### src/rtl/multicycle_control.sv
// Purpose : multi-cycle RV32I control FSM (FETCH/DECODE/EXEC/MEM/WB) over a shared memory port.
// Latency : FETCH..retire with zero memory wait: R/I 4, LOAD 5, STORE 4, BRANCH 3 cycles.
// Backpr. : FETCH/MEM hold their request until mem_ready_i; trap when the wait exceeds MEM_TIMEOUT.
//
// Ports:
//   clk_i, rst_i          clock (rising edge), asynchronous active-high reset
//   Op_i[6:0]             opcode from the instruction register, sampled in DECODE
//   mem_ready_i           memory completes the current access this cycle
//   ALUOp_o, ALUSrc_o     ALU control (EXEC/MEM only)
//   RegWrite_o, MemRead_o, MemWrite_o, MemtoReg_o, IRWrite_o, PCWrite_o, Branch_o  datapath enables
//   illegal_o             sticky trap flag
//   state_o[2:0]          current state encoding
//   retired_o             retired instruction count (wraps)
module multicycle_control #(
    parameter int ALUOP_W       = 2,
    parameter int MEM_TIMEOUT   = 15,
    parameter int ENABLE_BRANCH = 1,
    parameter int CNT_W         = 32
) (
    input  logic               clk_i,
    input  logic               rst_i,
    input  logic [6:0]         Op_i,
    input  logic               mem_ready_i,
    output logic [ALUOP_W-1:0] ALUOp_o,
    output logic               ALUSrc_o,
    output logic               RegWrite_o,
    output logic               MemRead_o,
    output logic               MemWrite_o,
    output logic               MemtoReg_o,
    output logic               IRWrite_o,
    output logic               PCWrite_o,
    output logic               Branch_o,
    output logic               illegal_o,
    output logic [2:0]         state_o,
    output logic [CNT_W-1:0]   retired_o
);

    localparam logic [2:0] S_IDLE   = 3'd0;
    localparam logic [2:0] S_FETCH  = 3'd1;
    localparam logic [2:0] S_DECODE = 3'd2;
    localparam logic [2:0] S_EXEC   = 3'd3;
    localparam logic [2:0] S_MEM    = 3'd4;
    localparam logic [2:0] S_WB     = 3'd5;
    localparam logic [2:0] S_TRAP   = 3'd6;

    localparam logic [6:0] OP_R  = 7'b0110011;
    localparam logic [6:0] OP_I  = 7'b0010011;
    localparam logic [6:0] OP_LD = 7'b0000011;
    localparam logic [6:0] OP_ST = 7'b0100011;
    localparam logic [6:0] OP_BR = 7'b1100011;

    // Wait counter only needs to reach MEM_TIMEOUT; it saturates so a disabled
    // timeout can never wrap it back into a spurious match.
    localparam int              WAIT_W   = (MEM_TIMEOUT > 0) ? $clog2(MEM_TIMEOUT + 1) : 1;
    localparam logic [WAIT_W-1:0] WAIT_TMO = WAIT_W'(MEM_TIMEOUT);
    localparam logic [WAIT_W-1:0] WAIT_MAX = '1;

    logic [2:0]        state_q, state_d;
    logic [6:0]        op_q, op_d;
    logic [WAIT_W-1:0] wait_q, wait_d;
    logic [CNT_W-1:0]  retired_q, retired_d;

    logic op_legal, timed_out, retire;
    logic is_ld, is_st, is_br, is_i;
    logic [1:0] aluop;

    always_comb begin
        is_ld = (op_q == OP_LD);
        is_st = (op_q == OP_ST);
        is_br = (op_q == OP_BR);
        is_i  = (op_q == OP_I);
        op_legal = (Op_i == OP_R) || (Op_i == OP_I) || (Op_i == OP_LD) || (Op_i == OP_ST) ||
                   ((ENABLE_BRANCH != 0) && (Op_i == OP_BR));
        // A ready on the final permitted cycle still completes the access.
        timed_out = (MEM_TIMEOUT != 0) && (wait_q == WAIT_TMO) && !mem_ready_i;
    end

    always_comb begin
        state_d = state_q;
        op_d    = op_q;
        retire  = 1'b0;
        case (state_q)
            S_IDLE:   state_d = S_FETCH;
            S_FETCH: begin
                if (mem_ready_i)    state_d = S_DECODE;
                else if (timed_out) state_d = S_TRAP;
            end
            S_DECODE: begin
                op_d    = Op_i;
                state_d = op_legal ? S_EXEC : S_TRAP;
            end
            S_EXEC: begin
                if (is_ld || is_st) begin
                    state_d = S_MEM;
                end else if (is_br) begin
                    state_d = S_FETCH;
                    retire  = 1'b1;
                end else begin
                    state_d = S_WB;
                end
            end
            S_MEM: begin
                if (mem_ready_i) begin
                    if (is_st) begin
                        state_d = S_FETCH;
                        retire  = 1'b1;
                    end else begin
                        state_d = S_WB;
                    end
                end else if (timed_out) begin
                    state_d = S_TRAP;
                end
            end
            S_WB: begin
                state_d = S_FETCH;
                retire  = 1'b1;
            end
            S_TRAP:   state_d = S_TRAP;
            default:  state_d = S_IDLE;
        endcase

        // Any state change is an entry into a fresh wait window; only FETCH/MEM
        // can stall in place, so only they accumulate.
        wait_d = wait_q;
        if (state_d != state_q) begin
            wait_d = '0;
        end else if (((state_q == S_FETCH) || (state_q == S_MEM)) && (wait_q != WAIT_MAX)) begin
            wait_d = wait_q + 1'b1;
        end

        retired_d = retire ? (retired_q + 1'b1) : retired_q;
    end

    always_ff @(posedge clk_i or posedge rst_i) begin
        if (rst_i) begin
            state_q   <= S_IDLE;
            op_q      <= '0;
            wait_q    <= '0;
            retired_q <= '0;
        end else begin
            state_q   <= state_d;
            op_q      <= op_d;
            wait_q    <= wait_d;
            retired_q <= retired_d;
        end
    end

    // Outputs are Moore on state/op, except IRWrite/PCWrite which follow ready in FETCH.
    always_comb begin
        aluop      = 2'b00;
        ALUSrc_o   = 1'b0;
        RegWrite_o = 1'b0;
        MemRead_o  = 1'b0;
        MemWrite_o = 1'b0;
        MemtoReg_o = 1'b0;
        IRWrite_o  = 1'b0;
        PCWrite_o  = 1'b0;
        Branch_o   = 1'b0;
        if ((state_q == S_EXEC) || (state_q == S_MEM)) begin
            if (is_ld || is_st) begin
                aluop    = 2'b00;
                ALUSrc_o = 1'b1;
            end else if (is_br) begin
                aluop    = 2'b01;
            end else if (is_i) begin
                aluop    = 2'b11;
                ALUSrc_o = 1'b1;
            end else begin
                aluop    = 2'b10;
            end
        end
        case (state_q)
            S_FETCH: begin
                MemRead_o = 1'b1;
                IRWrite_o = mem_ready_i;
                PCWrite_o = mem_ready_i;
            end
            S_EXEC:  Branch_o = is_br;
            S_MEM: begin
                MemRead_o  = is_ld;
                MemWrite_o = is_st;
            end
            S_WB: begin
                RegWrite_o = 1'b1;
                MemtoReg_o = is_ld;
            end
            default: ;
        endcase
        ALUOp_o      = '0;
        ALUOp_o[1:0] = aluop;
    end

    assign illegal_o = (state_q == S_TRAP);
    assign state_o   = state_q;
    assign retired_o = retired_q;

endmodule

### config.mk
export PLATFORM = sky130hd
export DESIGN_NAME = multicycle_control
export DESIGN_NICKNAME = d
export VERILOG_FILES = /design/src/rtl/multicycle_control.sv
export SDC_FILE = /design/constraint.sdc
export NUM_CORES = 1
export LEC_CHECK = 0
export CAP_MARGIN = 25
export CELL_PAD_IN_SITES_DETAIL_PLACEMENT = 0
export CELL_PAD_IN_SITES_GLOBAL_PLACEMENT = 1
export CORE_MARGIN = 2
export CORE_UTILIZATION = 25
export CTS_CLUSTER_DIAMETER = 50
export DETAILED_ROUTE_END_ITERATION = 12
export PLACE_DENSITY = 0.65
export SYNTH_ARGS = -nofsm -noshare
export SYNTH_HDL_FRONTEND = slang
export SYNTH_SLANG_ARGS = --single-unit
### constraint.sdc
create_clock -name clk_i -period 3.55 [get_ports clk_i]
set_clock_uncertainty 0.05 [all_clocks]
set_input_delay 0.5325 -clock clk_i [delete_from_list [all_inputs] [get_ports clk_i]]
set_output_delay 0.5325 -clock clk_i [all_outputs]
set_load 0.1 [all_outputs]
Word level (Yosys, flattened, before mapping) --
Index checks and enable logic that the tools add are counted. W data, S select, Z words.
Storage, ports and cells: register bits 46, output and inout port bits 46, word-level logic and storage cells 66
Cells by class: $add $sub $neg 2, equal/unequal tests 18, mux-type cells 29, reductions and logical operators 13
Operators by type and width (number):
- $add A32 B1 Y32 const B | 1
- $eq A7 B6 Y1 const B | 3
- $mux W3 | 7
- $pmux W3 S6 | 1
- $eq A7 B2 Y1 const B | 2
- $eq A7 B5 Y1 const B | 2
- $eq A7 B7 Y1 const B | 2
- $mux W1 | 14
- $eq A3 B3 Y1 const B | 3
- $mux W4 | 2
- $logic_or A1 B1 Y1 | 7
- $eq A3 B2 Y1 const B | 2
- $mux W2 | 3
- $add A4 B1 Y4 const B | 1
- $eq A4 B4 Y1 const B | 1
- $ne A4 B4 Y1 const B | 1
- $eq A3 B1 Y1 const B | 1
- $logic_not A3 Y1 | 1
- $ne A3 B3 Y1 | 1
- $pmux W1 S3 | 1
- $logic_and A1 B1 Y1 | 2
- $pmux W1 S2 | 1
- $reduce_bool A2 Y1 | 1
- $reduce_or A2 Y1 | 1
- $logic_not A1 Y1 | 1

Longest topological paths before layout --
Gate-level depths: netlist (run 1).
depth after elaboration 9, gate-level depth with buffers 7, depth with buffers taken out 6

Worst setup path before layout (run 1) --
Ideal clock, no wire load.
path kind register -> output, start register state_q[1], in the netlist state_o[1], end output MemWrite_o, data arrival time 4134 ps, data required time 2967 ps, path slack -1166 ps, stages on the path, launching flop included 4, path buffers 2, cell sequence dfrtp_1 -> buf_6 -> clkbuf_1 -> nor4_1
On the way: longest elaborated chain between the ends 2
RTL lines:
- start: declaration | RTL line 58 | logic [2:0] state_q, state_d;
- start signal: assignment | RTL line 141 | state_q <= state_d;
- $eq A3 B3 Y1 | RTL line 172 | case (state_q)
- $mux W1 | RTL line 172
- end: declaration | RTL line 28 | output logic MemWrite_o,
No other way between the ends.

Worst setup path after layout (run 1) --
start register state_q[0], in the netlist state_o[0], end output ALUSrc_o
On the way: longest elaborated chain between the ends 3
RTL lines:
- $eq A3 B2 Y1 or $eq A3 B3 Y1 (tied branches) | RTL line 159 | if ((state_q == S_EXEC) || (state_q == S_MEM)) begin
- $logic_or A1 B1 Y1 * | RTL line 159
- $mux W1 * | RTL line 159
- end: declaration | RTL line 25 | output logic ALUSrc_o,
Mark *: on every way between the ends. The rest lies on a longest branch, timed or not.

==> metrics.md, run 1 <==
| Metric | Value |
|---|---|
| Status | complete, no violations |
| Final wirelength | roughly 5700 um |
| Worst slew pin tran | approximately 0.99 ns |
| Routed Antenna Nets | 0 |
| Final nets | 305 |
| Largest cells by area after synthesis | dfrtp_1, xnor2_1, xor2_1 |
| Slowest stage delay, CP | about 0.53 ns |
| Global-route wire length before repair | ~9300 um |
| Fin. Hold Viols | 0 |
| Cell Count, Final, Fillers Out | between 400 and 500 |
| Clk sink count | 46 |
| Post-synthesis adder-cell area fraction | about 1.0% |
| Num CTS Buffers | 5 |
| CP top delay family | compound AO/OA/AOI/OAI gates |
| Final setup TNS | 0 ns |
| Grt total ovfl | 0 |
| CTS Root Cell | clkbuf_8 |
| Crit path kind | flop to output port |
| Initial antenna violation count | 0 |
| Cells along the critical path | nand2b_1 -> o21ai_0 -> nand2_1 -> a211oi_2 -> buf_4 |
| GPL Wtd Cong | 0.8055 |
| Period Utilization, post-route | 78.31% |
| Post-synth EDFFs | 0 |
| Commonest non-fill, non-tap cell in the layout | dfrtp_1 |
| Die Y-Extent | just over 100 um |
| Starting density of the core | 25.52% |
| Mapped cell area | 2460 um2 |
| Max-slew violations | 0 |
| Yosys cell types | 49 |
| Fmax | 359.7 MHz |
| Synth async-reset ratio | 100.0% |
| # resized after CTS | 0 |
| Seq/Total Area, Yosys | a little under half |
| Most frequent cells in the layout | dfrtp_1, clkdlybuf4s50_1, xnor2_1 |
| Tot Pwr | a little over 2 mW |
| Reg clk slew, reported paths | about 0.090 ns |
| Synth Area in Simple Gates | between 20% and 30% |
| Vias/cell | approximately 4.4 |
| CTS Hold Bufs | 0 |
| Largest net degree at the start of global routing | 47 |
| Bufs and invs on worst path | 1 |
| Final setup violation count | 0 |
| Port bufs | 55 |
| Diode count | 0 |
| Synth Instances | around 240 |
| RSZ-0062 raised after global routing | false |
| Wire length per cell | 13.38 um |
| Largest area contributor in the netlist | dfrtp_1 |
| Startpoint types | flop |
| Lkg Pwr | around 1.4 nW |
| DP HPWL | between 4000 and 5000 um |
| Min-Delay Path Class | flop to flop |
| Core box area | ~9600 um2 |
| Total GRT Usage | a little under an eighth |
| Initial drt markers | 129 |
| Max stage delay cell, worst path | dfrtp_1 |
| Post-CTS Setup Repair Bufs | 0 |
| Worst path required time | 2.97 ns |
| H-tree depth | 2 |
| Layout cells sized above 1 | around 16% |
| PD cells | roughly 630 nW/um2 |
| Total number of yosys warnings | 0 |
| Clk buf depth | 2 |
| Chip width | 103.2 um |
| Synth top area share | between 40% and 50% |
| Largest fanout on the critical path | 14 |
| Max-Cap Viols | 0 |
| Layout fillers | between 1,000 and 1,500 |
| Multiplexer share of the synthesized area | 4.069% |
| DRT Pass-1 Iters | 4 |
| Arrival @ worst endpoint | 2.20 ns |
| Largest vdd supply drop | around 0.32 mV |
| Syn_area_per_cell | just over 10 um2 |
| Placed insts | approximately 420 |
| CTS tree | yes |
| Area delta synth->final | 30.67% |
| Largest family of logic cells by synthesized area | simple AND/OR/NAND/NOR gates |
| Hold path cells | 1 |
| Syn_nets | 251 |
| Clock latency on the worst-skew pair | about 0.3 ns |
| #FFs+latches synth | 46 |
| Synth Flop Type | dfrtp_1 |
| Vias in the first global route | 1,911 |
| FF-to-FF path depth | 5 |
| Minimum clock period | around 2.8 ns |
| WP depth | 5 |
| Row Count | 36 |
| Compound-Gate Fraction of Synth Area | under 10% |
| Xor and xnor fraction of the mapped netlist area | a little under an eighth |
| Die ar. | 10,650 um2 |
| DR vias | between 1,500 and 2,000 |
| DRC | 0 |
| Relative slew margins | 33.47% |
| Worst setup EP type | output port |
| I/O pins | 56 |
[logic make-up after synthesis]
| group | Yosys count |
|---|---|
| XOR/XNOR | 33 |
| flip-flops | 46 |
| multiplexers | 9 |
| buffers and inverters | 19 |
| AO/OA/AOI/OAI | 26 |
| AND/OR/NAND/NOR | 104 |
| adder cells (fa/ha/maj) | 2 |
[synthesized netlist by cell type, types with 2 or more instances]
library cell and number:
o21ai_0 4, and3_1 8, a211oi_1 2, and2_1 5
nor2_1 18, o32ai_1 2, xnor2_1 19, nand4bb_1 2
nand2_1 17, buf_2 5, ha_1 2, or3_1 2
dfrtp_1 46, nor3_1 9, nor2b_1 2, nor4_1 2
mux2_2 8, a21oi_1 6, nand4_1 7, nand2b_1 5
nor4_2 2, xor2_1 14, nand3_1 13, and4_1 4
inv_1 10, buf_4 2
[flip-flops by register name (all words and copies together) (netlist names)]
register	flops
wait_q	4
op_q	7
retired_o	32
state_o	3
[power breakdown]
| group | total (mW) | switching (mW) | internal, mW |
|---|---|---|---|
| combinational | 0.962 | 0.682 | 0.280 |
| sequential | 0.744 | 0.147 | 0.596 |
| clock | 0.325 | 0.186 | 0.139 |
[cell type report]
cell class / count / area (um2) / share of cell area [%]
well taps: 133 / 166.4 / 5.177
repair buffers: 56 / 535.5 / 16.66
flip-flops and latches: 46 / 1151 / 35.81
inverters: 10 / 37.54 / 1.168
clock buffers: 5 / 68.82 / 2.141
multi-input cells: 174 / 1236 / 38.46
clock inverters: 3 / 18.77 / 0.5839
[routing by layer]
layer	vias up	track usage, %	part of all wire [%]
met2	36	17.73	46
met4	0	3.644	1.4
li1	949	-	-
met3	5	2.554	3.7
met5	-	0	0
met1	908	15.58	48
[worst paths after layout]
path | to | slack, ns | from
setup / recovery | ALUSrc_o | 0.77 | state_o[0]
hold / removal | retired_o[31] | 0.43 | retired_o[31]
setup reg to reg | retired_o[25] | 1.33 | state_o[1]
hold reg to reg | retired_o[31] | 0.43 | retired_o[31]
max in group asynchronous | retired_o[3] | 2.50 | rst_i
min in group asynchronous | op_q[4] | 0.46 | rst_i
[stage by stage]
step / hold slack, ns / setup slack, ns / cell area (um2) / utilization, %
2_1_floorplan: 0.4468 / -0.003251 / 2480 / -
5_1_grt: 0.4453 / 0.5679 / 3214 / 33.35
3_3_place_gp: 0.4114 / 0.9773 / 3107 / 32.23
6_report: 0.4278 / 0.7702 / 3214 / 33.35
3_5_place_dp: 0.4188 / 0.9398 / 3107 / 32.23
4_1_cts: 0.4347 / 0.7143 / 3194 / 33.14
(Power assumes the default switching activity.)
==> inputs of run 2 (changes only) <==
- clock period: 3.55 -> 2.6 ns (I/O delays scaled with it)
==> run 2 against run 1 <==
Compared with the run above:
- critical path depth fell by 1
- clock-buffer cell count did not move
- hold slack worse by 0.043 ns
- non-clock buffer count increased by 5
- clock power rose by 40%
- flip-flop and latch count is the same
- largest power group unchanged
- combinational power rose by 52%
- first-iteration DRC count decreased by 30%
- sequential power up 41%
- total power increased by 46%
==> metrics.md, run 2 (synthesized netlist as in run 1, its figures left out) <==
| Metric | Value |
|---|---|
| Total GRT Usage | between 10% and 20% |
| Min-Delay Path Class | input port to asynchronous set/reset pin |
| GRT busiest layer | met2 |
| Core box area | 9639 um2 |
| Row Count | 36 |
| Largest net degree at the start of global routing | 21 |
| Most frequent cells in the layout | dfrtp_1, buf_4, xnor2_1 |
| Largest fanout on the critical path | 6 |
| Final setup violation count | 0 |
| GR Util met3 | 3.159% |
| Final setup TNS | 0 ns |
| Max-slew violations | 0 |
| DR vias | 1,966 |
| Max reg flops | 32 |
| DRC | 0 |
| Initial drt markers | 90 |
| Arrival @ worst endpoint | 2.01 ns |
| Starting density of the core | 25.52% |
| Area delta synth->final | 35.76% |
| Tot Pwr | 2.967 mW |
| Cell Count, Final, Fillers Out | roughly 430 |
| Clk buf depth | 2 |
| Wire length per cell | about 14 um |
| Lkg Pwr | ~1.5 nW |
| CP top delay family | simple AND/OR/NAND/NOR gates |
| Num CTS Buffers | 5 |
| Routed Antenna Nets | 0 |
| Minimum clock period | 2.455 ns |
| Worst setup EP type | output port |
| Crit path kind | flop to output port |
| Placed insts | approximately 420 |
| Die Y-Extent | just over 100 um |
| H-tree depth | 2 |
| Global-route wire length before repair | around 9700 um |
| Area after DPL | roughly 3200 um2 |
| GPL Wtd Cong | around 0.76 |
| Clock latency on the worst-skew pair | ~0.30 ns |
| Grt total ovfl | 0 |
| Vias/cell | about 4.6 |
| Max-Cap Viols | 0 |
| Cells along the critical path | nand4bb_1 -> or2_2 -> nor4_4 -> buf_12 |
| Final nets | 310 |
| Worst path required time | 2.16 ns |
| Diode count | 0 |
| Final setup margin | ~0.15 ns |
| DP HPWL | 4441 um |
| Initial antenna violation count | 0 |
| Startpoint types | flop |
| Final instance area | about 3300 um2 |
| PD cells | between 800 and 900 nW/um2 |
| Status | complete, no violations |
| Slowest stage delay, CP | about 0.43 ns |
| Met2 usage | a little under a fifth |
| Layout cells sized above 1 | a little under a third |
| Final wirelength | approximately 6000 um |
| RSZ-0062 raised after global routing | false |
| Largest vdd supply drop | roughly 0.53 mV |
| Bufs and invs on worst path | 1 |
| Grt met1 use | approximately 16% |
| Max stage delay cell, worst path | or2_2 |
| CTS Root Cell | clkbuf_8 |
| Relative slew margins | around 47% |
| Vias in the first global route | between 1,500 and 2,000 |
| Fin. Hold Viols | 0 |
| Final core occ | around a third |
| Worst slew pin tran | slightly below 0.8 ns |
| I/O pins | 56 |
| Chip width | around 100 um |
| Die ar. | about 11,000 um2 |
| Reg clk slew, reported paths | around 0.10 ns |
| Commonest non-fill, non-tap cell in the layout | dfrtp_1 |
| Clk sink count | 46 |
| Period Utilization, post-route | between 90 and 100% |
| Post-CTS Setup Repair Bufs | 0 |
| Hold WS | slightly below 0.4 ns |
| DRT Pass-1 Iters | 4 |
| CTS tree | yes |
| Fmax | 407.4 MHz |
| Port bufs | 55 |
| Dpl ws | 0.1830 ns |
## run 2: changes by cell type in the layout (fill, tap and decap cells not counted), moves of 2 or more
cell | before | now
dfrtp_1 | 46 | 43
nor2_1 | 18 | 15
clkinvlp_4 | 0 | 2
buf_12 | 1 | 11
dfrtp_4 | 0 | 3
clkdlybuf4s50_1 | 41 | 9
buf_4 | 14 | 41
nor2_2 | 0 | 3
## run 2: repair_timing
action | CTS | global route
endpoints found under the setup margin | 0 | 1
hold buffers | 0 | 0
resized for setup | 0 | 1
## run 2: worst paths after layout
| kind | from | to | slack [ns] | cells after the start |
|---|---|---|---|---|
| worst min register to register | retired_o[31] | retired_o[31] | 0.44 | 1 |
| worst max register to register | op_q[2] | wait_q[2] | 0.48 | 5 |
| max in group asynchronous | rst_i | retired_o[4] | 1.42 | 3 |
| worst min-delay path | rst_i | retired_o[22] | 0.39 | 2 |
| worst max-delay path | op_q[2] | MemWrite_o | 0.15 | 4 |
| min in group clk_i | retired_o[31] | retired_o[31] | 0.44 | 1 |
## run 2: power by group
group	switching [mW]	leakage [nW]	internal, mW	total, mW
sequential	0.222	0.590	0.830	1.05
combinational	0.970	0.823	0.491	1.46
clock	0.265	0.0441	0.190	0.454
total	1.46	1.46	1.51	2.97
## run 2: cell type report
cell class                 instances  area (um2)
fill                            1026        6300
multi-input combinational        174        1261
sequential                        46        1162
timing repair buffer              61       618.1
tap                              133       166.4
clock buffer                       5       68.82
inverter                          10       41.29
clock inverter                     3       21.27
## run 2: routing by layer
metal	wire length, um	up-vias
li1	-	957
met1	2820	957
met2	2700	46
met3	326	6
met4	75	0
met5	0	-
